## config.mk

```make
export PLATFORM = sky130hd
export DESIGN_NAME = alu_share_ctl
export DESIGN_NICKNAME = d
export VERILOG_FILES = /design/src/rtl/alu_ctl_pkg.sv /design/src/rtl/alu_rr_pick.sv /design/src/rtl/alu_share_ctl.sv
export SDC_FILE = /design/constraint.sdc
export NUM_CORES = 1
export LEC_CHECK = 0
export CAP_MARGIN = 20
export CORE_MARGIN = 2
export CORE_UTILIZATION = 35
export DETAILED_ROUTE_END_ITERATION = 10
export GPL_ROUTABILITY_DRIVEN = 1
export PLACE_DENSITY = 0.76
export SLEW_MARGIN = 10
export SYNTH_ARGS = -nofsm -noshare
export SYNTH_HDL_FRONTEND = slang
export SYNTH_SLANG_ARGS = --single-unit
```

## constraint.sdc

```tcl
create_clock -name clk -period 1.6 [get_ports clk]
set_input_delay 0.16 -clock clk [delete_from_list [all_inputs] [get_ports clk]]
set_output_delay 0.16 -clock clk [all_outputs]
set_load 0.03 [all_outputs]
```

## src/rtl/alu_ctl_pkg.sv

```systemverilog
// Shared definitions for the two-port ALU sharing controller:
// op-code constants, FSM state type and small helpers.
package alu_ctl_pkg;

  localparam int unsigned OP_W = 4;

  localparam logic [OP_W-1:0] OP_AND  = 4'd0;
  localparam logic [OP_W-1:0] OP_OR   = 4'd1;
  localparam logic [OP_W-1:0] OP_ADD  = 4'd2;
  localparam logic [OP_W-1:0] OP_SUB  = 4'd3;
  localparam logic [OP_W-1:0] OP_XOR  = 4'd4;
  localparam logic [OP_W-1:0] OP_NOR  = 4'd5;
  localparam logic [OP_W-1:0] OP_NAND = 4'd6;
  localparam logic [OP_W-1:0] OP_INV  = 4'd7;

  typedef enum logic [1:0] {
    ST_IDLE = 2'd0,
    ST_EXEC = 2'd1,
    ST_RESP = 2'd2
  } state_e;

  // Only arithmetic ops produce a meaningful overflow flag.
  function automatic logic op_has_ovfl(input logic [OP_W-1:0] op);
    return (op == OP_ADD) || (op == OP_SUB);
  endfunction

  // Requester index to one-hot port vector.
  function automatic logic [1:0] idx_to_oh(input logic idx);
    return idx ? 2'b10 : 2'b01;
  endfunction

endpackage

```

## src/rtl/alu_rr_pick.sv

```systemverilog
// Two-way round-robin pick: rr names the preferred port on a tie,
// a lone valid request always wins. Output is one-hot or zero.
module alu_rr_pick (
  input  logic [1:0] valid,
  input  logic       rr,
  output logic [1:0] gnt
);

  // Tie broken by rr; a single valid requester wins unconditionally.
  always_comb begin
    gnt    = 2'b00;
    gnt[0] = valid[0] & (~valid[1] | ~rr);
    gnt[1] = valid[1] & (~valid[0] |  rr);
  end

endmodule

```

## src/rtl/alu_share_ctl.sv

```systemverilog
// Shares one external combinational ALU between two requesters.
// IDLE grants one request (round-robin), EXEC drives the ALU for one
// cycle and captures its result, RESP holds the response until acked.
// Optional feature: define ALU_SHARE_CTL_OPCHECK_EN to reject op codes
// 8..15 with rsp_err (skips EXEC, ALU left idle).
module alu_share_ctl
  import alu_ctl_pkg::*;
#(
  parameter int unsigned DW = 16
) (
  input  logic                 clk,
  input  logic                 rst,
  input  logic [1:0]           req_valid,
  output logic [1:0]           req_ready,
  input  logic signed [DW-1:0] req0_a,
  input  logic signed [DW-1:0] req0_b,
  input  logic [3:0]           req0_op,
  input  logic signed [DW-1:0] req1_a,
  input  logic signed [DW-1:0] req1_b,
  input  logic [3:0]           req1_op,
  output logic [1:0]           rsp_valid,
  input  logic [1:0]           rsp_ready,
  output logic [DW-1:0]        rsp_r,
  output logic                 rsp_zero,
  output logic                 rsp_neg,
  output logic                 rsp_ovfl,
  output logic                 rsp_err,
  output logic [DW-1:0]        alu_a,
  output logic [DW-1:0]        alu_b,
  output logic [3:0]           alu_op,
  input  logic [DW-1:0]        alu_r,
  input  logic                 alu_zero,
  input  logic                 alu_neg,
  input  logic                 alu_ovfl
);

  state_e            state_q, state_d;
  logic              rr_q, rr_d;
  logic              gnt_idx_q, gnt_idx_d;
  logic [OP_W-1:0]   op_q, op_d;
  logic [DW-1:0]     alu_a_q, alu_a_d;
  logic [DW-1:0]     alu_b_q, alu_b_d;
  logic [OP_W-1:0]   alu_op_q, alu_op_d;
  logic [1:0]        rsp_valid_q, rsp_valid_d;
  logic [DW-1:0]     rsp_r_q, rsp_r_d;
  logic              rsp_zero_q, rsp_zero_d;
  logic              rsp_neg_q, rsp_neg_d;
  logic              rsp_ovfl_q, rsp_ovfl_d;

  logic [1:0]        pick_gnt;
  logic              acc;
  logic              acc_idx;
  logic [DW-1:0]     acc_a;
  logic [DW-1:0]     acc_b;
  logic [OP_W-1:0]   acc_op;
  logic              bad_op;

  alu_rr_pick u_rr_pick (
    .valid (req_valid),
    .rr    (rr_q),
    .gnt   (pick_gnt)
  );

  // Ready only in IDLE and never while reset is asserted.
  assign req_ready = (state_q == ST_IDLE && !rst) ? pick_gnt : 2'b00;
  assign acc       = |req_ready;
  assign acc_idx   = req_ready[1];
  assign acc_a     = acc_idx ? req1_a  : req0_a;
  assign acc_b     = acc_idx ? req1_b  : req0_b;
  assign acc_op    = acc_idx ? req1_op : req0_op;

`ifdef ALU_SHARE_CTL_OPCHECK_EN
  assign bad_op = acc_op[3];
`else
  assign bad_op = 1'b0;
`endif

  // FSM state register.
  always_ff @(posedge clk or posedge rst) begin
    if (rst) state_q <= ST_IDLE;
    else     state_q <= state_d;
  end

  // FSM next-state logic.
  always_comb begin
    state_d = state_q;
    unique case (state_q)
      ST_IDLE: if (acc) state_d = bad_op ? ST_RESP : ST_EXEC;
      ST_EXEC: state_d = ST_RESP;
      ST_RESP: if (rsp_ready[gnt_idx_q]) state_d = ST_IDLE;
      default: state_d = ST_IDLE;
    endcase
  end

`ifdef ALU_SHARE_CTL_OPCHECK_EN
  logic rsp_err_q, rsp_err_d;
`endif

  // FSM output / datapath next values; ALU inputs are zero outside EXEC.
  always_comb begin
    rr_d        = rr_q;
    gnt_idx_d   = gnt_idx_q;
    op_d        = op_q;
    alu_a_d     = '0;
    alu_b_d     = '0;
    alu_op_d    = '0;
    rsp_valid_d = 2'b00;
    rsp_r_d     = rsp_r_q;
    rsp_zero_d  = rsp_zero_q;
    rsp_neg_d   = rsp_neg_q;
    rsp_ovfl_d  = rsp_ovfl_q;
`ifdef ALU_SHARE_CTL_OPCHECK_EN
    rsp_err_d   = rsp_err_q;
`endif
    unique case (state_q)
      ST_IDLE: begin
        if (acc) begin
          gnt_idx_d = acc_idx;
          op_d      = acc_op;
          if (bad_op) begin
            rsp_r_d     = '0;
            rsp_zero_d  = 1'b1;
            rsp_neg_d   = 1'b0;
            rsp_ovfl_d  = 1'b0;
            rsp_valid_d = idx_to_oh(acc_idx);
`ifdef ALU_SHARE_CTL_OPCHECK_EN
            rsp_err_d   = 1'b1;
`endif
          end else begin
            alu_a_d  = acc_a;
            alu_b_d  = acc_b;
            alu_op_d = acc_op;
          end
        end
      end
      ST_EXEC: begin
        rsp_r_d     = alu_r;
        rsp_zero_d  = alu_zero;
        rsp_neg_d   = alu_neg;
        rsp_ovfl_d  = alu_ovfl & op_has_ovfl(op_q);
        rsp_valid_d = idx_to_oh(gnt_idx_q);
`ifdef ALU_SHARE_CTL_OPCHECK_EN
        rsp_err_d   = 1'b0;
`endif
      end
      ST_RESP: begin
        if (rsp_ready[gnt_idx_q]) rr_d = ~gnt_idx_q;
        else                      rsp_valid_d = rsp_valid_q;
      end
      default: ;
    endcase
  end

  // Datapath and registered outputs; reset discards any operation in flight.
  always_ff @(posedge clk or posedge rst) begin
    if (rst) begin
      rr_q        <= 1'b0;
      gnt_idx_q   <= 1'b0;
      op_q        <= '0;
      alu_a_q     <= '0;
      alu_b_q     <= '0;
      alu_op_q    <= '0;
      rsp_valid_q <= 2'b00;
      rsp_r_q     <= '0;
      rsp_zero_q  <= 1'b0;
      rsp_neg_q   <= 1'b0;
      rsp_ovfl_q  <= 1'b0;
    end else begin
      rr_q        <= rr_d;
      gnt_idx_q   <= gnt_idx_d;
      op_q        <= op_d;
      alu_a_q     <= alu_a_d;
      alu_b_q     <= alu_b_d;
      alu_op_q    <= alu_op_d;
      rsp_valid_q <= rsp_valid_d;
      rsp_r_q     <= rsp_r_d;
      rsp_zero_q  <= rsp_zero_d;
      rsp_neg_q   <= rsp_neg_d;
      rsp_ovfl_q  <= rsp_ovfl_d;
    end
  end

`ifdef ALU_SHARE_CTL_OPCHECK_EN
  // Error flag for rejected op codes.
  always_ff @(posedge clk or posedge rst) begin
    if (rst) rsp_err_q <= 1'b0;
    else     rsp_err_q <= rsp_err_d;
  end
  assign rsp_err = rsp_err_q;
`else
  assign rsp_err = 1'b0;
`endif

  assign alu_a     = alu_a_q;
  assign alu_b     = alu_b_q;
  assign alu_op    = alu_op_q;
  assign rsp_valid = rsp_valid_q;
  assign rsp_r     = rsp_r_q;
  assign rsp_zero  = rsp_zero_q;
  assign rsp_neg   = rsp_neg_q;
  assign rsp_ovfl  = rsp_ovfl_q;

endmodule
```

### Yosys cells after proc, flatten, opt, wreduce, memory -nomap -nowiden

Index checks and enable logic that the tools add are counted.

* output and inout bits: 60
* bits of input ports: 97
* logic and storage cells: 53
* register bits: 65

* order comparisons: 1
* equality and inequality tests: 6
* reduce and logical (&&, ||, !) cells: 8
* bitwise logic cells: 9
* muxes and demuxes: 17

Operator list (count)
* $mux 16: 6
* $mux 4: 3
* $eq 4x2->1 const B: 2
* $mux 2: 4
* $pmux 2 s3: 1
* $reduce_and 2->1: 3
* $ne 2x2->1 const B: 2
* $not 1->1: 4
* $pmux 2 s2: 1
* $and 1x1->1: 3
* $eq 2x1->1 const B: 1
* $eq 2x2->1 const B: 1
* $logic_not 2->1: 1
* $lt 1x2->1 const B: 1
* $mux 1: 2
* $or 1x1->1: 2
* $reduce_or 2->1: 1
* $logic_and 1x1->1: 1
* $logic_not 1->1: 1
* $logic_or 1x1->1: 1

### Depth between registers and ports, before layout

* word-level depth: 7
* mapped depth: 5
* gate-level depth less buffers: 4

### By module

Synthesis repeated with hierarchy kept, for this count alone.

* cells, all modules: 164
* area total of the unflattened synthesis: 2454.9 µm²

Modules (own cells, without submodules)
* alu_share_ctl: area an instance 2436.1 µm², instances 1, seq. area each 1601.5 µm², cells each 161
* alu_rr_pick: area an instance 18.8 µm², instances 1, seq. area each 0.0 µm², cells each 3

### Worst setup path after synthesis

No wires, ideal clock.

* path kind: reg2reg
* from: register state_q[0]
* to: register gnt_idx_q
* path slack: -59 ps
* buffers on the path: 2
* library setup time: 66 ps
* arrival: 1593 ps
* required time: 1534 ps
* stages on the path, launching flop included: 6
* path through: dfrtp_1 or3_1 buf_6 buf_8 nor3_2 a21o_1

* word-level cells in the longest chain between the ends: 5

Ends and longest elaborated chain
* start: declaration: line alu_share_ctl.sv:37 `state_e state_q, state_d;`
* start signal: assignment: line alu_share_ctl.sv:81 `else state_q <= state_d;`
* $logic_not 2->1 (*): line alu_share_ctl.sv:65 `assign req_ready = (state_q == ST_IDLE && !rst) ? pick_gnt : 2'b00;`
* $logic_and 1x1->1 (*): line alu_share_ctl.sv:65
* $mux 2 (*): line alu_share_ctl.sv:65
* named net req_ready[1]: line alu_share_ctl.sv:14 `output logic [1:0] req_ready,`
* $reduce_or 2->1: line alu_share_ctl.sv:66 `assign acc = |req_ready;`
* $reduce_and 2->1 (no source line)
* end signal: assignment: line alu_share_ctl.sv:170 `gnt_idx_q <= gnt_idx_d;`
* end: declaration: line alu_share_ctl.sv:39 `logic gnt_idx_q, gnt_idx_d;`

The timed path passes the listed nets; every way through them passes the cells marked *.
A chain may end at the register's enable or synchronous reset.

### Worst setup path after layout

* from: register state_q[1]
* to: output port req_ready[1]

* word-level cells in the longest chain between the ends: 3

Ends and longest elaborated chain (line)
* $logic_not 2->1: alu_share_ctl.sv:65
* $logic_and 1x1->1: alu_share_ctl.sv:65
* $mux 2: alu_share_ctl.sv:65
* end: declaration: alu_share_ctl.sv:14

No other way between the ends.

==> run summary <==
Count leader, synth: dfrtp_1
Critical path required time: 1.44 ns
Clk_lat worst skew: 0.33 ns
Num rows: 33
Diode count: 0
Register area share after synthesis: 55.4%
Most area-hungry cell type in the Yosys netlist: dfrtp_1
TritonRoute pass-1 iters: 4
Largest net degree at the start of global routing: 38
Min-delay worst type: input pin to asynchronous set/reset pin
Synthesized flop and latch total: 64
Clk root buf: clkbuf_8
Pwr dens: 1420 nW/µm²
Via density: 5.39
Peak supply drop: 0.558 mV
Max Slew Vio Count: 0
Gate count after technology mapping: 257
CTS Buffer Depth: 2
Post-synth EDFFs: 0
Pleak: 2.08 nW
Post-route ant nets: 0
Post-Syn Nets: 354
Unrepaired setup endpoints after global routing: yes
Nets@finish: 518
Setup Crit Path Kind: register to primary output
Syn Area/Cell: 11.2 µm²
Final Hold Fails: 0
IO Pins: 157
Violations in the final reports: setup timing
DRC: 0
Die Width: 94.9 µm
Routed vias: 2,862
Initial antenna violation count: 0
Critical Path Start Type: register
R2r setup slk: -0.07 ns
Quantity of hold-fixing buffers added after cts: 0
Tcrit/Tclk final: 108%
Core area: 8090 µm²
Post-synth top cells: dfrtp_1 (64), a21oi_1 (38), nand4_1 (36)
Setup slack at placement: -0.299 ns
Routed WL per cell: 17.0 µm
Unique cell type count in the Yosys netlist: 33
CP max stage delay: 0.39 ns
Post-synth top area share: 55.4%
# clock sinks: 64
Crit. End Element: primary output
Synth area leaders: dfrtp_1 (55%), o31ai_1 (8.6%), nand4_1 (7.8%), mux2_2 (6.6%), a21oi_1 (6.6%)
Clk_skew: 0.00621 ns
FF/Latch Area: 1600 µm²
Vias in the first global route: 2,764
H-Tree Depth: 3
CTS tree: built
Area of the multi-input gates: 1380 µm²
Input/output buffers: 155
Max stage delay cell, worst path: dfrtp_1
Outcome: finished with violations
Maximum clock frequency: 578 MHz
Clock-pin slew on the worst setup and hold paths: 0.07 ns
Final setup fails: 4
Main synth FF type: dfrtp_1
Final wirelength: 9010 µm
Total CTS buffers: 9
GRT Util Overall: 19.2%
Fillers: 648
Worst hold slack: 0.366 ns
First-pass GRT wire length: 13,200 µm
Critical Path Fanout Max: 2
Most frequent cell on the critical path: buf_12
# Max-Cap Violations: 0
CP Cell Sequence: or3_4, buf_12, nor3_4, buf_12
Initial core utilization: 35.7%
Gpl congestion: 0.843
Floorplan die area: 9000 µm²
Die Span Y: 94.9 µm
Final min period: 1.73 ns
Worst setup margin: -0.130 ns
Share of layout cells above drive strength 1: 25.1%
GRT Residual Overflow: 0
Initial detailed-routing violation count: 138
Worst Path Arrival: 1.57 ns
Mapped Area: 2890 µm²
Area Overhead vs Synth: 81.6%
Fraction of registers with async set/reset: 100%
Dpl hpwl: 6280 µm
Warnings from Yosys: 0
layer usage:
layer	vias to the layer above	part of all wire [%]	GRT usage [%]
met5	-	0	0
met4	0	1.7	7.49
met3	14	7.1	5.35
met2	110	54	34.3
met1	1436	37	21.7
li1	1302	-	-
cells by family after synthesis:
family	share of synthesized area (%)
AOI/OAI and AO/OA	19.7
other	0.130
and+or+nand+nor	10.9
DFF	55.4
muxes	7.36
buffers and inverters	6.45
final cells by class:
type / instances / area share [%]
inverter: 4 / 0.358
sequential: 64 / 30.5
multi-input combinational: 158 / 26.2
timing repair buffer: 184 / 36.2
tap: 105 / 2.50
clock inverter: 2 / 0.668
clock buffer: 14 / 3.48
registers in the layout, indices dropped and copies added, names as in the netlist:
register and count:
rsp_zero 1, alu_a 16, alu_op 4, state_q 2
alu_b 16, rsp_r 16, gnt_idx_q 1, rr_q 1
rsp_valid 2, op_q 3, rsp_neg 1, rsp_ovfl 1
through the flow:
stage	instance area, µm²	setup TNS [ns]	total power (W)	instances	util [%]
2_1_floorplan	2900	0	0.00423	257	-
6_report	5250	-0.266	0.00747	531	64.8
4_1_cts	4990	-0.189	0.00734	530	61.7
3_3_place_gp	4720	-7.26	0.00568	509	58.3
3_5_place_dp	4720	-8.16	0.00576	509	58.3
5_1_grt	5250	-1.30	0.00785	531	64.8
placed cells by master, fill, tap and decap left out, types with 2 or more instances in the layout:
master | Yosys | final
o31ai_2 | 2 | 22
nand2_1 | 5 | 4
o31ai_4 | 1 | 10
o21ba_1 | 3 | 3
nand2b_1 | 2 | 2
clkbuf_8 | 0 | 13
o31ai_1 | 33 | 4
buf_12 | 0 | 10
nand3_1 | 2 | 2
o21ai_0 | 3 | 3
nand4_1 | 36 | 36
inv_1 | 3 | 2
nor3_4 | 0 | 2
a21oi_2 | 0 | 4
a31oi_1 | 3 | 3
clkdlybuf4s50_1 | 0 | 153
buf_4 | 2 | 19
dfrtp_1 | 64 | 64
mux2_2 | 17 | 17
a21oi_1 | 38 | 34
worst max-delay path, delay by kind of cell, from the launching register on:
kind                   cells  cell delay [ns]
AND/OR/NAND/NOR            2             0.56
buffers and inverters      2             0.29
flip-flops                 1             0.39
final timing paths:
check	startpoint	endpoint	cells after the start
max	state_q[1]	req_ready[1]	4
min	rst	rsp_zero	4
max reg2reg	state_q[1]	op_q[3]	5
min reg2reg	rsp_ovfl	rsp_ovfl	2
max in group asynchronous	rst	alu_a[12]	4
min in group clk	req0_a[5]	alu_a[5]	3
what timing repair did:
action / 4_1_cts / 5_1_grt
resized for setup: 4 / 44
setup buffers: 5 / 1
setup endpoints to repair: 4 / 33
pin swaps: 3 / 2
power breakdown:
part | switching, W | internal (W)
Combinational | 0.00196 | 0.00169
Clock | 0.000611 | 0.000889
Sequential | 0.000221 | 0.00209
Total | 0.00279 | 0.00468
Note: power is estimated with default switching activity, not from simulation.
